==> config.mk <==
export PLATFORM = sky130hd
export DESIGN_NAME = instruction_fetch
export DESIGN_NICKNAME = d
export VERILOG_FILES = /design/src/rtl/rm_pkg.sv /design/src/rtl/pc_register.sv /design/src/rtl/instruction_fetch.sv
export SDC_FILE = /design/constraint.sdc
export NUM_CORES = 1
export LEC_CHECK = 0
export ABC_AREA = 1
export CAP_MARGIN = 20
export CELL_PAD_IN_SITES_DETAIL_PLACEMENT = 1
export CELL_PAD_IN_SITES_GLOBAL_PLACEMENT = 2
export CORE_ASPECT_RATIO = 1.25
export CORE_UTILIZATION = 24
export CTS_BUF_LIST = sky130_fd_sc_hd__clkbuf_4 sky130_fd_sc_hd__clkbuf_8 sky130_fd_sc_hd__clkbuf_16
export CTS_CLUSTER_SIZE = 12
export DETAILED_ROUTE_END_ITERATION = 6
export PLACE_DENSITY_LB_ADDON = 0.2
export REMOVE_ABC_BUFFERS = 1
export SLEW_MARGIN = 40
export SYNTH_ARGS = -nofsm -noshare
export SYNTH_HDL_FRONTEND = slang
export SYNTH_SLANG_ARGS = --single-unit
==> constraint.sdc <==
create_clock -name clk -period 1.95 [get_ports clk]
set_clock_uncertainty 0.15 [all_clocks]
set_input_delay 0.39 -clock clk [delete_from_list [all_inputs] [get_ports clk]]
set_output_delay 0.39 -clock clk [all_outputs]
set_load 0.02 [all_outputs]
==> src/rtl/rm_pkg.sv <==
// Shared types and default sizing for the instruction fetch unit.
package rm_pkg;

  localparam int RM_AW            = 9;
  localparam int RM_DW            = 16;
  localparam int RM_FETCH_TIMEOUT = 15;

  typedef enum logic [1:0] {
    IDLE = 2'd0,
    WAIT = 2'd1,
    LOAD = 2'd2,
    ERR  = 2'd3
  } fetch_state_t;

endpackage

==> src/rtl/pc_register.sv <==
// Program counter: load has priority over increment, otherwise hold.
module pc_register
  import rm_pkg::*;
#(
  parameter int AW = RM_AW
) (
  input  logic          clk,
  input  logic          reset,
  input  logic          load,
  input  logic          inc,
  input  logic [AW-1:0] load_val,
  output logic [AW-1:0] pc
);

  localparam logic [AW-1:0] ONE = {{(AW-1){1'b0}}, 1'b1};

  logic [AW-1:0] pc_q;
  logic [AW-1:0] pc_d;

  // Increment wraps naturally modulo 2^AW.
  always_comb begin
    pc_d = pc_q;
    if (load) begin
      pc_d = load_val;
    end else if (inc) begin
      pc_d = pc_q + ONE;
    end
  end

  always_ff @(posedge clk) begin
    if (reset) begin
      pc_q <= '0;
    end else begin
      pc_q <= pc_d;
    end
  end

  assign pc = pc_q;

endmodule

==> src/rtl/instruction_fetch.sv <==
// Instruction fetch FSM: issues a memory read at pc, captures the word,
// pulses the IR load, and traps into a sticky error if memory never answers.
module instruction_fetch
  import rm_pkg::*;
#(
  parameter int AW      = RM_AW,
  parameter int DW      = RM_DW,
  parameter int TIMEOUT = RM_FETCH_TIMEOUT
) (
  input  logic          clk,
  input  logic          reset,
  input  logic          fetch_req,
  input  logic          pc_load,
  input  logic [AW-1:0] pc_target,
  output logic [AW-1:0] mem_addr,
  output logic          mem_read,
  input  logic [DW-1:0] mem_rdata,
  input  logic          mem_rvalid,
  output logic [DW-1:0] ir_in,
  output logic          ir_load,
  output logic [AW-1:0] pc,
  output logic          fetch_done,
  output logic          fetch_err
);

  localparam logic [7:0] WAIT_LAST = 8'(TIMEOUT - 1);

  fetch_state_t  state_q, state_d;
  logic [7:0]    wait_cnt_q, wait_cnt_d;
  logic [DW-1:0] ir_q, ir_d;
  logic          err_q, err_d;
  logic          pc_ld;
  logic          pc_inc;

  always_ff @(posedge clk) begin
    if (reset) begin
      state_q    <= IDLE;
      wait_cnt_q <= '0;
      ir_q       <= '0;
      err_q      <= 1'b0;
    end else begin
      state_q    <= state_d;
      wait_cnt_q <= wait_cnt_d;
      ir_q       <= ir_d;
      err_q      <= err_d;
    end
  end

  // A response on the last allowed WAIT cycle beats the timeout.
  always_comb begin
    state_d = state_q;
    unique case (state_q)
      IDLE: if (fetch_req) state_d = WAIT;
      WAIT: begin
        if (mem_rvalid) begin
          state_d = LOAD;
        end else if (wait_cnt_q == WAIT_LAST) begin
          state_d = ERR;
        end
      end
      LOAD:    state_d = IDLE;
      ERR:     state_d = ERR;
      default: state_d = IDLE;
    endcase
  end

  always_comb begin
    wait_cnt_d = wait_cnt_q;
    ir_d       = ir_q;
    if (state_q == IDLE && fetch_req) begin
      wait_cnt_d = '0;
    end else if (state_q == WAIT && !mem_rvalid) begin
      wait_cnt_d = wait_cnt_q + 8'd1;
    end
    if (state_q == WAIT && mem_rvalid) begin
      ir_d = mem_rdata;
    end
    err_d = err_q | (state_d == ERR);
  end

  assign pc_ld  = (state_q == IDLE) && pc_load;
  assign pc_inc = (state_q == LOAD);

  pc_register #(.AW(AW)) u_pc (
    .clk      (clk),
    .reset    (reset),
    .load     (pc_ld),
    .inc      (pc_inc),
    .load_val (pc_target),
    .pc       (pc)
  );

  always_comb begin
    mem_read   = (state_q == WAIT);
    ir_load    = (state_q == LOAD);
    fetch_done = (state_q == LOAD);
  end

  assign mem_addr  = pc;
  assign ir_in     = ir_q;
  assign fetch_err = err_q;

endmodule

## Word level (Yosys, flattened, before mapping)

Index checks and enable logic that the tools add are counted.

- Bits in registers: 36
- Bits of input ports: 30
- Output and inout port bits: 38
- Word-level logic and storage cells: 27

- Add/sub/neg operators: 2
- Equality and inequality tests: 5
- Muxes and demuxes: 6
- Bitwise logic cells: 1
- Reductions and logical operators: 8

Operator list:

| cell | number |
|---|---|
| $mux W9 | 2 |
| $add A9 B1 Y9 const B | 1 |
| $add A8 B1 Y8 const B | 1 |
| $eq A8 B4 Y1 const B | 1 |
| $pmux W2 S4 | 1 |
| $eq A2 B2 Y1 const B | 3 |
| $mux W2 | 3 |
| $logic_and A1 B1 Y1 | 4 |
| $eq A2 B1 Y1 const B | 1 |
| $logic_not A2 Y1 | 1 |
| $reduce_bool A2 Y1 | 1 |
| $reduce_or A2 Y1 | 1 |
| $logic_not A1 Y1 | 1 |
| $or A1 B1 Y1 | 1 |

## Depth between registers and ports, before layout

Gate-level depths: netlist of run 1.

- Word-level depth: 6
- Mapped depth: 9
- Depth with buffers taken out: 9

## By module

A second synthesis of run 1 with hierarchy kept.

- Cells, all modules: 239
- Area total of the unflattened synthesis: 1816.7 um2

Modules (own cells, without submodules):

| module | times used | cells each | area each (um2) | seq. area each (um2) |
|---|---|---|---|---|
| instruction_fetch | 1 | 161 | 1273.7 | 540.5 |
| pc_register | 1 | 78 | 543.0 | 180.2 |

## Least setup slack after synthesis of run 1

Ideal clock, no wire load.

- Path type: reg2reg
- Start point: register u_pc.pc_q[0] (netlist: u_pc.pc[0])
- End point: register u_pc.pc_q[6] (netlist: u_pc.pc[6])
- Setup time: 0.109 ns
- Data arrival time: 1.252 ns
- Required time: 1.691 ns
- Path slack: 0.439 ns
- Stages on the path, launching flop included: 9
- Path buffers: 0
- Period minus slack after synthesis: 1.511 ns
- Path through: dfxtp_1 -> ha_1 -> nand2_1 -> nor2_1 -> nand4_1 -> nand2_1 -> nand3_1 -> nand2_1 -> inv_1

- Word-level cells in the longest chain between the ends: 3

Ends and longest elaborated chain:

| item | RTL line | RTL |
|---|---|---|
| from (decl) | pc_register.sv:17 | `logic [AW-1:0] pc_q;` |
| from (signal assigned) | pc_register.sv:34 | `pc_q <= pc_d;` |
| $add A9 B1 Y9 | pc_register.sv:26 | `pc_d = pc_q + ONE;` |
| $mux W9 | pc_register.sv:25 | `end else if (inc) begin` |
| $mux W9 | pc_register.sv:23 | `if (load) begin` |

Every way passes these cells. The select of a mux whose other input is x is not followed.
A chain may end at the register's enable or synchronous reset.

## Final worst setup path of run 1

- Start point: register u_pc.pc_q[2] (netlist: u_pc.pc[2])
- End point: output port pc[2]

RTL lines:

| item | RTL line | RTL |
|---|---|---|
| to (decl) | instruction_fetch.sv:21 | `output logic [AW-1:0] pc,` |

No word-level cell between the ends.

==> impl_metrics.toml, run 1 <==
[outcome]
status = "complete, no violations"

[clocking]
clock-sinks = 36
cts_buffer_depth = 2
cts_hold_buf = 0
cts_buffers = 5
clk_pin_slew_ps = 80
clk_latency_ps = 290
htreeDepth = 2
cts_setup_buffers = 0
cts_tree = "built"
cts_resized = 7
cts-root-buf = "clkbuf_8"

[power]
peakVddDrop_uv = 242
p_per_area_mw_per_mm2 = 678
netSwitchingPower_w = 0.000519
power_frac_seq = 0.456
combPwrFrac = 0.220
p_leak_nw = 1.20
switching_share = 0.290
p_int_w = 0.00127
pwr-share-clk = 0.324
power.total_w = 0.00179

[critical_path]
path_buf_inv = 1
cp-start-kind = "register"
arrival_ps = 1320
reg2reg_to = "u_pc.pc[6]"
r2r_cells = 8
rrSetupSlack_ps = 370
crit_required_ps = 1410
endpoint_kind = "primary output"
path_delay_family = "buffers and inverters"
path_class = "reg -> out"
slowest_delay_ps = 640
critPathSlowestCell = "clkdlybuf4s50_1"
cp_cell_sequence = "clkdlybuf4s50_1"
reg2reg_from = "u_pc.pc[0]"
cp_max_fo = 5

[yosys]
synth_edf_count = 0
synth_area_leaders = "dfxtp_1 (40%), nand2_1 (11%), nor2_1 (10%)"
yosysMostFrequentCell = "nand2_1"
netlist_instances = 260
synth_top_area_share = 0.403
ys_ff_latch = 36
syn-mean-instance-area_um2 = 6.88
async_flop_share = 0
ys_seq_area_frac = 0.403
synth_area_leader_cell = "dfxtp_1"
synth_area_mm2 = 0.00179
synth_cell_type_count = 26
synthTopCellsByCount = "nand2_1 (51), nor2_1 (49), dfxtp_1 (36)"
yosysWarnings = 0
ys.flop_type = "dfxtp_1"

[finish]
multi_input_area_um2 = 831
nets = 361
synthToLayoutAreaGrowth_pct = 47.6
seq_area_um2 = 723
diodes = 0
finalInstanceArea_mm2 = 0.00264
drive_gt1_frac = 0.100
fill_cells = 905

[grt]
grt_pass1_wl_um = 8710
grt_util_all_layers = 0.143
antenna_found_initial = 0
overflow = 0
grt_pass1_vias = 1793
grt_max_degree = 17

[timing]
fmax_ghz = 0.536
fin_tns_setup_ps = 0
hold_violations = 0
slew_violations = 0
min_period_ps = 1860
min_period_over_period = 0.956
maxSlewHeadroom = 0.769
finalSetupViolCount = 0
rsz0062_at_grt = "false"
tightest_slew_ps = 345

[placed_design]
post_dp_cell_area_mm2 = 0.00253
finalWeightedCongestion = 0.777
hpwlAfterDp_um = 4270
portBuffers = 67

[detailed_routing]
wl_per_cell_um = 12.6
drc = 0
drt-vias-per-instance = 4.39
vias = 1839
routed_wl_um = 5300
dr.pass1.iters = 4
drt_iter0_markers = 51
ant_nets = 0

[hold_path]
min_to = "fetch_err"
hp-start = "fetch_err"
hp-class = "reg -> reg"
hold_depth = 2

[die]
ios = 68
fp.coreArea_mm2 = 0.00710
fp.dieH_um = 98.5
start_util = 0.252
fp-row-count = 34
die-area_mm2 = 0.00781
fp.dieW_um = 79.2

[flow_run]
cap_violations = 0
## layout by cell type (no fill, tap or decap), types with 10 or more instances in the layout
cell and instances:
nor2_1 49, clkdlybuf4s50_1 56, nand2_1 51, nand3_1 15, dfxtp_1 34, inv_1 29, o21ai_0 23, buf_4 10
a21oi_1 10
## cell families after synthesis
family,Yosys count,synth area share
AOI/OAI and AO/OA,40,0.125
xor gates and xnor gates,2,0.00979
adders and majority gates,3,0.0210
buffers and inverters,48,0.133
DFF,36,0.403
and+or+nand+nor,131,0.308
## per-layer routing
metal | share of wire | vias up | GRT usage
li1 | - | 950 | -
met1 | 0.43 | 844 | 0.167
met2 | 0.52 | 41 | 0.259
met3 | 0.035 | 4 | 0.0306
met4 | 0.010 | 0 | 0.0378
met5 | 0 | - | 0
## stage by stage
| step | hold slack (ps) | utilization | worst slack [ps] | cells |
|---|---|---|---|---|
| final | 329 | 0.372 | 85.3 | 419 |
| after global routing | 352 | 0.372 | 18.0 | 419 |
| after CTS | 332 | 0.369 | 1.23 | 419 |
| after detailed placement | 313 | 0.356 | 121 | 411 |
| after global placement | 316 | 0.356 | 121 | 411 |
| after floorplan | 298 | - | 277 | 244 |
## worst reg2reg max path: stages (launching register included)
cell	delay (ps)
dfxtp_1	460
ha_1	210
nand2_1	70
nor2_1	250
nand4_1	120
nand2_1	80
nand3_1	60
nand2_1	60
inv_1	30
## registers in the layout (all words and copies together) (netlist names)
name	count
u_pc.pc	9
state_q	2
ir_in	16
wait_cnt_q	8
fetch_err	1
## power by group through the flow
stage                     clock network, W  logic (W)  registers (W)
final                             0.000580   0.000395       0.000816
after global routing              0.000632   0.000433       0.000825
after CTS                         0.000603   0.000405       0.000819
after detailed placement                 0   0.000409       0.000835
after global placement                   0   0.000406       0.000834
after floorplan                          0   0.000116       0.000892
## cell type report
type                            instances  share of cell area
Timing Repair Buffer                   77               0.286
Clock buffer                            7              0.0341
Sequential cell                        36               0.274
Multi-Input combinational cell        176               0.315
Clock inverter                          1             0.00284
Inverter                               32              0.0460
Tap cell                               90              0.0427
## worst max path at each step
stage	startpoint	to	cells after the start
after floorplan	u_pc.pc[0]	u_pc.pc[6]	8
after global placement	state_q[0]	fetch_done	4
after detailed placement	state_q[0]	fetch_done	4
after CTS	u_pc.pc[7]	pc[7]	1
after global routing	u_pc.pc[3]	pc[3]	1
final	u_pc.pc[2]	pc[2]	1
No activity file was read; power rests on OpenSTA's default activity.
==> inputs of run 2 (changes only) <==
--- a/config.mk
+++ b/config.mk
@@ -15,6 +15,7 @@
 export CTS_CLUSTER_SIZE = 12
 export DETAILED_ROUTE_END_ITERATION = 6
 export PLACE_DENSITY_LB_ADDON = 0.2
+export RECOVER_POWER = 25
 export REMOVE_ABC_BUFFERS = 1
 export SLEW_MARGIN = 40
 export SYNTH_ARGS = -nofsm -noshare
==> run 2 against run 1 <==
  * Register-to-register slack hardly changed
  * Routed wire length is 0.25% higher
  * Final cell count is the same
  * Global-route usage stayed put
  * Power fell by 0.32%
  * Fmax about the same
  * Setup slack worse by 1.4 ps
  * Sequential share of layout area grew 0.18 points
  * Design area fell by 0.66%
  * Count of clock-buffer cells in the layout is the same
  * Critical path type unchanged
  * Highest routed layer unchanged
  * First-iteration DRC count unchanged
==> impl_metrics.toml, run 2 (synthesized netlist as in run 1, its figures left out) <==
[power]
p_leak_nw = 1.19
switching_share = 0.290
pwr-share-clk = 0.325
p_int_w = 0.00127
combPwrFrac = 0.218
peakVddDrop_uv = 241
p_per_area_mw_per_mm2 = 681
netSwitchingPower_w = 0.000518
power_frac_seq = 0.457

[placed_design]
hpwlAfterDp_um = 4270
finalWeightedCongestion = 0.777
portBuffers = 67

[grt]
grt_util_all_layers = 0.143
antenna_found_initial = 0
grt_pass1_wl_um = 8710
grt_pass1_vias = 1793
grt_max_degree = 17
overflow = 0

[finish]
final_cell_mix = "clkdlybuf4s50_1 (54), nand2_1 (52), nor2_1 (49)"
fill_cells = 910
diodes = 0
multi_input_area_um2 = 825
synthToLayoutAreaGrowth_pct = 46.6
drive_gt1_frac = 0.0851
largest_reg_flops = 16
final_util = 0.369
seq_area_um2 = 723
nets = 361
final_common_cell = "clkdlybuf4s50_1"

[detailed_routing]
drt_iter0_markers = 51
wl_met2_um = 2760
drt-met1-wl_um = 2320
drc = 0
ant_nets = 0
dr.pass1.iters = 4
routed-wl-met3_um = 183
vias = 1839
wl_per_cell_um = 12.7
maxUsedRoutingLayer = "met4"
routed_wl_um = 5310
drt-vias-per-instance = 4.39

[critical_path]
slowest_delay_ps = 640
arrival_ps = 1330
path_depth = 1
crit_start = "u_pc.pc[2]"
reg2reg_to = "u_pc.pc[6]"
endpoint_kind = "primary output"
path_buf_inv = 1
cp_cell_sequence = "clkdlybuf4s50_1"
r2r_cells = 8
crit_required_ps = 1410
reg2reg_from = "u_pc.pc[0]"
path_delay_family = "buffers and inverters"
path_class = "reg -> out"
endpoint = "pc[2]"
cp-start-kind = "register"
rrSetupSlack_ps = 370
critPathSlowestCell = "clkdlybuf4s50_1"
cp_max_fo = 5

[clocking]
clk_pin_slew_ps = 80
cts_setup_buffers = 0
clk_latency_ps = 290
cts_hold_buf = 0
cts_buffers = 5
cts_buffer_depth = 2
cts_tree = "built"
cts-root-buf = "clkbuf_8"
htreeDepth = 2
clock-sinks = 36
cts_resized = 7

[timing]
whs_ps = 330
maxSlewHeadroom = 0.699
fin_tns_setup_ps = 0
rsz0062_at_grt = "false"
slew_violations = 0
tightest_slew_ps = 452
min_period_over_period = 0.957
finalSetupViolCount = 0
hold_violations = 0
fmax_ghz = 0.536
min_period_ps = 1870

[die]
die-area_mm2 = 0.00781
fp-row-count = 34
fp.dieH_um = 98.5
fp.dieW_um = 79.2
start_util = 0.252
ios = 68
fp.coreArea_mm2 = 0.00710

[hold_path]
hold_depth = 2
hp-class = "reg -> reg"

[outcome]
status = "complete, no violations"

[flow_run]
cap_violations = 0
[run 2: cell types whose count changed in the layout (fill, tap and decap cells not counted), sizes merged]
cell	before	now
buf	10	7
clkbuf	7	10
clkdlybuf4s50	56	54
dlygate4sd3	0	2
[run 2: how the worst min path moves through the flow]
stage	start	to
floorplan	wait_cnt_q[2]	wait_cnt_q[2]
global placement	fetch_err	fetch_err
detailed placement	fetch_err	fetch_err
CTS	fetch_err	fetch_err
global route	fetch_err	fetch_err
finish	fetch_err	fetch_err
[run 2: metal layers]
metal | vias to the layer above | global-route usage
li1 | 950 | -
met1 | 844 | 0.167
met2 | 41 | 0.259
met3 | 4 | 0.0306
met4 | 0 | 0.0378
met5 | - | 0
[run 2: stage by stage]
step	instances	total power (W)	instance area, um2	setup WS [ps]
floorplan	244	0.00101	1670	277
global placement	411	0.00124	2530	121
detailed placement	411	0.00124	2530	121
CTS	419	0.00183	2630	1.23
global route	419	0.00188	2620	9.01
finish	419	0.00178	2620	83.9
[run 2: layout make-up]
cell class	instances	share of cell area
clock buffers	7	0.0344
clock inverters	1	0.00286
inverters	32	0.0463
multi-input cells	176	0.314
flip-flops and latches	36	0.276
well taps	90	0.0429
repair buffers	77	0.283
[run 2: worst min-delay path: cells and delay by family, from the launching register on]
kind | cells | cell delay, ps
DFF | 1 | 330
and+or+nand+nor | 2 | 110
[run 2: power groups by stage]
stage	registers [W]	clock network [W]	logic [W]
after floorplan	0.000892	0	0.000116
after global placement	0.000834	0	0.000406
after detailed placement	0.000835	0	0.000409
after CTS	0.000819	0.000603	0.000405
after global routing	0.000825	0.000632	0.000426
final	0.000816	0.000580	0.000388
